[config.mk]
export PLATFORM = sky130hd
export DESIGN_NAME = phy_rx_deframer
export DESIGN_NICKNAME = d
export VERILOG_FILES = /design/src/rtl/phy_rx_deframer_pkg.sv /design/src/rtl/phy_rx_deframer_align.sv /design/src/rtl/phy_rx_deframer.sv
export SDC_FILE = /design/constraint.sdc
export NUM_CORES = 1
export LEC_CHECK = 0
export BUFFER_PORTS_ARGS = -buffer_cell sky130_fd_sc_hd__buf_2
export CORE_MARGIN = 8
export CORE_UTILIZATION = 62
export DETAILED_ROUTE_END_ITERATION = 6
export GPL_ROUTABILITY_DRIVEN = 1
export PLACE_DENSITY = 0.84
export SLEW_MARGIN = 20
export SYNTH_ARGS = -nofsm -noshare
export SYNTH_HDL_FRONTEND = slang
export SYNTH_SLANG_ARGS = --single-unit
[constraint.sdc]
create_clock -name clk -period 2.8 [get_ports clk]
set_input_delay 0.56 -clock clk [delete_from_list [all_inputs] [get_ports clk]]
set_output_delay 0.56 -clock clk [all_outputs]
set_load 0.005 [all_outputs]
[src/rtl/phy_rx_deframer_pkg.sv]
// Purpose : shared definitions for the receive deframer (state encoding, default symbols).
// Latency : n/a (types and constants only).
// Backpressure: n/a.
// Ports   : none. Symbol defaults are 8-bit; wider builds override COM_SYM/IDLE_SYM.
package phy_rx_deframer_pkg;

  // Encoding shared with the TX side; keep the values fixed.
  typedef enum logic [1:0] {
    SEARCH  = 2'd0,
    LOCKING = 2'd1,
    ACTIVE  = 2'd2
  } rx_state_e;

  localparam logic [7:0] DEF_COM_SYM  = 8'hBC;
  localparam logic [7:0] DEF_IDLE_SYM = 8'h7C;

  // Counter width for values 0..n-1, never below one bit.
  function automatic int unsigned cnt_w(input int unsigned n);
    return (n > 1) ? $clog2(n) : 1;
  endfunction

endpackage

[src/rtl/phy_rx_deframer_align.sv]
// Purpose : serial-to-word shifter with bit counter and post-reset fill gating.
// Latency : word is combinational from the current serial bit; counters update next edge.
// Backpressure: none, one bit consumed every clk.
// Ports   : i_clk/i_reset (sync, active-high), i_serial bit in, i_realign restarts the
//           bit counter; o_word current word, o_word_ok once WIDTH bits seen, o_boundary
//           on the last bit of an aligned word.
module phy_rx_deframer_align
  import phy_rx_deframer_pkg::*;
#(
  parameter int WIDTH = 8
) (
  input  logic             i_clk,
  input  logic             i_reset,
  input  logic             i_serial,
  input  logic             i_realign,
  output logic [WIDTH-1:0] o_word,
  output logic             o_word_ok,
  output logic             o_boundary
);

  localparam int BW = cnt_w(WIDTH);

  logic [WIDTH-1:0] r_shift;
  logic [BW-1:0]    r_bit_cnt;
  logic [BW-1:0]    r_fill;

  // The word includes the bit on the wire this cycle, so a match is seen
  // on the same edge that captures the symbol's last bit.
  assign o_word     = {r_shift[WIDTH-2:0], i_serial};
  assign o_word_ok  = (r_fill == BW'(WIDTH - 1));
  assign o_boundary = (r_bit_cnt == BW'(WIDTH - 1));

  always_ff @(posedge i_clk) begin
    if (i_reset) begin
      r_shift   <= '0;
      r_bit_cnt <= '0;
      r_fill    <= '0;
    end else begin
      r_shift <= o_word;
      // Saturates at WIDTH-1: from then on the shift register is fully populated.
      if (!o_word_ok) r_fill <= r_fill + BW'(1);
      // After a realign the next bit is bit 0 of the following word.
      if (i_realign || o_boundary) r_bit_cnt <= '0;
      else                         r_bit_cnt <= r_bit_cnt + BW'(1);
    end
  end

endmodule

[src/rtl/phy_rx_deframer.sv]
// Purpose : bit-align on COM_SYM, lock after SYNC_COUNT COMs, unstripe words onto LANES lanes.
// Latency : frame visible one clk after the last bit of lane LANES-1; frame_strobe pulses then.
// Backpressure: none, data_out/valid_out hold until the next frame overwrites them.
// Ports   : clk, reset (sync active-high), serial_in; data_out lane i at [i*WIDTH +: WIDTH],
//           valid_out per lane, frame_strobe, active_out; err_count when PHY_RX_ERRCNT_EN
//           is defined (COM in ACTIVE counted as error, lane marked invalid).
module phy_rx_deframer
  import phy_rx_deframer_pkg::*;
#(
  parameter int               LANES      = 4,
  parameter int               WIDTH      = 8,
  parameter logic [WIDTH-1:0] COM_SYM    = WIDTH'(DEF_COM_SYM),
  parameter logic [WIDTH-1:0] IDLE_SYM   = WIDTH'(DEF_IDLE_SYM),
  parameter int               SYNC_COUNT = 4
) (
  input  logic                   clk,
  input  logic                   reset,
  input  logic                   serial_in,
  output logic [LANES*WIDTH-1:0] data_out,
  output logic [LANES-1:0]       valid_out,
  output logic                   frame_strobe,
  output logic                   active_out
`ifdef PHY_RX_ERRCNT_EN
  ,output logic [15:0]           err_count
`endif
);

  localparam int LW = cnt_w(LANES);
  localparam int CW = cnt_w(SYNC_COUNT + 1);

  rx_state_e             r_state;
  rx_state_e             w_next_state;
  logic [CW-1:0]         r_com_cnt;
  logic [LW-1:0]         r_lane_idx;
  logic [LANES*WIDTH-1:0] r_buf;
  logic [LANES-1:0]      r_vbuf;

  logic [WIDTH-1:0]       w_word;
  logic                   w_word_ok;
  logic                   w_boundary;
  logic                   w_is_com;
  logic                   w_realign;
  logic                   w_com_hit;
  logic                   w_store;
  logic                   w_last;
  logic                   w_lane_vld;
  logic [LANES*WIDTH-1:0] w_frame_dat;
  logic [LANES-1:0]       w_frame_vld;

  phy_rx_deframer_align #(.WIDTH(WIDTH)) u_align (
    .i_clk      (clk),
    .i_reset    (reset),
    .i_serial   (serial_in),
    .i_realign  (w_realign),
    .o_word     (w_word),
    .o_word_ok  (w_word_ok),
    .o_boundary (w_boundary)
  );

  assign w_is_com = (w_word == COM_SYM);

  // State register
  always_ff @(posedge clk) begin
    if (reset) r_state <= SEARCH;
    else       r_state <= w_next_state;
  end

  // Next-state logic
  always_comb begin
    w_next_state = r_state;
    case (r_state)
      SEARCH: begin
        if (w_word_ok && w_is_com)
          w_next_state = (SYNC_COUNT == 1) ? ACTIVE : LOCKING;
      end
      LOCKING: begin
        if (w_boundary) begin
          if (!w_is_com)                              w_next_state = SEARCH;
          else if (r_com_cnt == CW'(SYNC_COUNT - 1))  w_next_state = ACTIVE;
        end
      end
      ACTIVE:  w_next_state = ACTIVE;
      default: w_next_state = SEARCH;
    endcase
  end

  // Output / control decode
  always_comb begin
    w_realign  = (r_state == SEARCH) && w_word_ok && w_is_com;
    w_com_hit  = (r_state == LOCKING) && w_boundary && w_is_com;
    w_store    = (r_state == ACTIVE) && w_boundary;
    w_last     = w_store && (r_lane_idx == LW'(LANES - 1));
`ifdef PHY_RX_ERRCNT_EN
    w_lane_vld = (w_word != IDLE_SYM) && !w_is_com;
`else
    w_lane_vld = (w_word != IDLE_SYM);
`endif
    // The final lane comes straight from the shifter, it never lands in r_buf first.
    w_frame_dat = r_buf;
    w_frame_dat[(LANES-1)*WIDTH +: WIDTH] = w_word;
    w_frame_vld = r_vbuf;
    w_frame_vld[LANES-1] = w_lane_vld;
  end

  always_ff @(posedge clk) begin
    if (reset) begin
      r_com_cnt    <= '0;
      r_lane_idx   <= '0;
      r_buf        <= '0;
      r_vbuf       <= '0;
      data_out     <= '0;
      valid_out    <= '0;
      frame_strobe <= 1'b0;
      active_out   <= 1'b0;
    end else begin
      frame_strobe <= 1'b0;
      active_out   <= (w_next_state == ACTIVE);

      if (w_realign)                                  r_com_cnt <= CW'(1);
      else if (w_com_hit)                             r_com_cnt <= r_com_cnt + CW'(1);
      else if ((r_state == LOCKING) && w_boundary)    r_com_cnt <= '0;

      if ((r_state != ACTIVE) && (w_next_state == ACTIVE))
        r_lane_idx <= '0;

      if (w_store) begin
        r_buf[r_lane_idx*WIDTH +: WIDTH] <= w_word;
        r_vbuf[r_lane_idx]               <= w_lane_vld;
        if (w_last) begin
          r_lane_idx   <= '0;
          data_out     <= w_frame_dat;
          valid_out    <= w_frame_vld;
          frame_strobe <= 1'b1;
        end else begin
          r_lane_idx <= r_lane_idx + LW'(1);
        end
      end
    end
  end

`ifdef PHY_RX_ERRCNT_EN
  always_ff @(posedge clk) begin
    if (reset)
      err_count <= '0;
    else if (w_store && w_is_com && (err_count != 16'hFFFF))
      err_count <= err_count + 16'd1;
  end
`endif

endmodule
==> flow_summary_export.csv <==
group,metric,value,unit
timing,relSlewSlack,58.7,%
logic_synthesis,synth-seq-cells,85,
logic_synthesis,ys.flop_type,"dfxtp_1",
worst_setup_path,slowest_stage,"and4b_1",
run,max_cap_viol_count,0,
clocking,root_buffer,"clkbuf_8",
logic_synthesis,synth_edf_count,0,
worst_hold_path,min_from,"r_buf[14]",
floorplan,die_width,91.5,um
timing,period_needed,2.03,ns
logic_synthesis,syn_avg_cell_area,9.55,um^2
grt,antenna_found_initial,0,
logic_synthesis,synth_nets,384,
floorplan,dieArea,8370,um^2
timing,layout_setup_ws,0.769,ns
worst_setup_path,critPathKind,"reg2reg",
worst_hold_path,hold_depth,2,
timing,post-route-period-util,72.6,%
worst_setup_path,r2r_cells,5,
logic_synthesis,ys_async_sr_fraction,0,%
cells_and_area,final_core_util,70.4,%
clocking,holdBufCountCts,0,
routing,drt.antenna.violating_nets,0,
worst_setup_path,cpMostUsedCell,"ha_1",
worst_setup_path,critPathRequiredTime,3.08,ns
floorplan,start_util,64.2,%
logic_synthesis,synth_commonest_cells,"dfxtp_1 (85), nand2_1 (79), a21oi_1 (31)",
logic_synthesis,synthTopCellsByArea,"dfxtp_1 (48%), nand2_1 (8.4%), a21oi_2 (7.2%)",
timing,fmax,492,MHz
routing,dr_total_vias,2691,
logic_synthesis,synth_xor_area_share,0.248,%
floorplan,core,5510,um^2
routing,drc,0,
routing,drtIter0Drc,173,
timing,fin_skew,0.0118,ns
placement,gp_congestion,0.777,
grt,grt_use_total,17.8,%
clocking,clk_path_buf_depth,2,
routing,post_drt_wl_per_cell,15.0,um
cells_and_area,nNetsFinal,416,
cells_and_area,drive_gt1_share,29.8,%
routing,drt-vias-per-instance,5.63,
floorplan,rows,27,
power,ir_drop,0.351,mV
power,leakage,0.00151,uW
logic_synthesis,synth_warnings,0,
logic_synthesis,synth_compound_area_share,14.6,%
run_status,outcome,"finished clean",
routing,firstDrtPassIters,4,
clocking,clk_pin_slew,0.09,ns
logic_synthesis,synth_area,3530,um^2
clocking,cts_buffers,9,
logic_synthesis,yosys.area_share.adder,3.90,%
placement,dp_slack,0.719,ns
clocking,post_cts_resized,0,
cells_and_area,area_delta_synth_final,9.74,%
grt,first_global_vias,2578,
worst_setup_path,crit_arrival,2.31,ns
worst_setup_path,ff2ff_setup_slack,0.77,ns
grt,grt_pass1_wl,12300,um
worst_setup_path,cp_cell_sequence,"ha_1 -> ha_1 -> and4b_1 -> nand3_1 -> a21oi_1",
logic_synthesis,synth_mux_area_share,0.567,%
worst_hold_path,hold_path_class,"reg2reg",
logic_synthesis,synth-simple-area-share,26.9,%
clocking,cts.sinks,85,
clocking,postCtsSetupBuffers,0,
logic_synthesis,syn_inst,370,
worst_setup_path,path_max_fanout,16,
grt,gr-total-overflow,0,
placement,portBuffers,40,
timing,hold_viol_final,0,
grt,grt_start_max_net_pins,37,
logic_synthesis,yosysUniqueCellTypes,50,
cells_and_area,antennaDiodeCount,0,
worst_hold_path,holdPathEnd,"data_out[14]",
timing,setup_viol,0,
timing,tns,0,ns
logic_synthesis,yosysTopAreaCell,"dfxtp_1",
clocking,cts_max_level,3,
floorplan,io_pins,41,
timing,worst_pin_slew,0.619,ns
timing,maxSlewViolCount,0,
placement,dp_hpwl,4930,um
floorplan,die_y,91.5,um
power,powerDensity,554,nW/um^2
logic_synthesis,seq_area_frac_synth,48.2,%
worst_setup_path,timing.rr.start,"u_align.r_bit_cnt[0]",
timing,grt_setup_unrepaired,"false",
worst_setup_path,startpoint_type,"flip-flop",
logic_synthesis,synth_most_common_cell,"dfxtp_1",
logic_synthesis,synth_top_area_share,48.2,%
logic_synthesis,synth_top_family_by_area,"simple AND/OR/NAND/NOR gates",
power,p_total,2150,uW
worst_setup_path,max_stage_delay,0.56,ns
clocking,cts_tree,"done",
routing,routed_wl,7150,um
clocking,clock_latency,0.36,ns
worst_setup_path,reg2reg_to,"r_buf[8]",
worst_setup_path,cp-end-kind,"flip-flop",
-- worst max path at each step --
| stage | depth (start not counted) | startpoint | slack (ns) | endpoint |
|---|---|---|---|---|
| after floorplan | 5 | r_lane_idx[0] | 1.19 | r_buf[0] |
| after global placement | 5 | u_align.r_bit_cnt[0] | 0.84 | data_out[29] |
| after detailed placement | 5 | u_align.r_bit_cnt[0] | 0.72 | data_out[18] |
| after CTS | 5 | u_align.r_bit_cnt[0] | 0.72 | data_out[18] |
| after global routing | 5 | u_align.r_bit_cnt[0] | 0.51 | data_out[9] |
| final | 5 | u_align.r_bit_cnt[0] | 0.77 | r_buf[8] |
-- cells by family after synthesis --
group                    after synthesis
AO/OA/AOI/OAI                         74
XOR/XNOR                               1
adder cells (fa/ha/maj)               11
buffers and inverters                 28
flip-flops                            85
multiplexers                           2
AND/OR/NAND/NOR                      169
-- state kept, by name, indices dropped and copies added, names as in the netlist --
signal,flops
data_out,32
r_buf,24
u_align.r_shift,7
valid_out,4
r_com_cnt,3
r_vbuf,3
u_align.r_bit_cnt,3
u_align.r_fill,3
r_lane_idx,2
r_state,2
active_out,1
frame_strobe,1
-- critical path, delay by kind of cell, from the launching register on --
family | cells | cell delay [ns]
adder cells (fa/ha/maj) | 2 | 0.69
flip-flops | 1 | 0.36
AO/OA/AOI/OAI | 1 | 0.19
AND/OR/NAND/NOR | 2 | 0.72
-- stage by stage --
| stage | area, um^2 | cells | hold slack (ns) |
|---|---|---|---|
| finish | 3880 | 478 | 0.454 |
| global route | 3880 | 478 | 0.473 |
| CTS | 3880 | 478 | 0.458 |
| detailed placement | 3680 | 463 | 0.447 |
| global placement | 3680 | 463 | 0.427 |
| floorplan | 3530 | 370 | 0.421 |
-- cells in the final DEF, fill, tap and decap left out, types with 2 or more instances in the layout --
cell type  instances
a211oi_1           3
a21oi_1           31
a21oi_2           29
a41o_1             2
and3b_1            2
and4b_1            5
buf_2             40
buf_4              5
clkbuf_8          10
dfxtp_1           85
ha_1              11
inv_1              4
mux2i_1            2
nand2_1           79
nand2_2           16
nand3_1           21
nand4_1            2
nand4b_1           2
nor2_1            12
nor2b_1            9
nor3b_2            2
nor4b_2            2
o211ai_1           2
o21ai_0            4
-- report_power, final --
| group | internal, uW | leakage [uW] | switching [uW] | total, uW |
|---|---|---|---|---|
| registers | 1220 | 0.000686 | 8.28 | 1230 |
| clock network | 435 | 0.0000987 | 435 | 870 |
| logic | 17.3 | 0.000727 | 34.7 | 51.9 |
| total | 1670 | 0.00151 | 478 | 2150 |
-- cell type report --
type | count | area [um^2]
multi-input cells | 257 | 1640
fillers | 416 | 1630
clock inverters | 5 | 60.1
inverters | 4 | 15.0
flip-flops and latches | 85 | 1700
clock buffers | 10 | 138
repair buffers | 45 | 238
well taps | 72 | 90.1
-- routing by layer --
metal  vias to the layer above  share of wire [%]  track usage [%]
li1                       1327                  -                -
met1                      1268                 44             21.5
met2                        84                 48             28.5
met3                        12                6.1             5.60
met4                         0                1.7             7.50
met5                         -                  0                0
(Power assumes the default switching activity.)
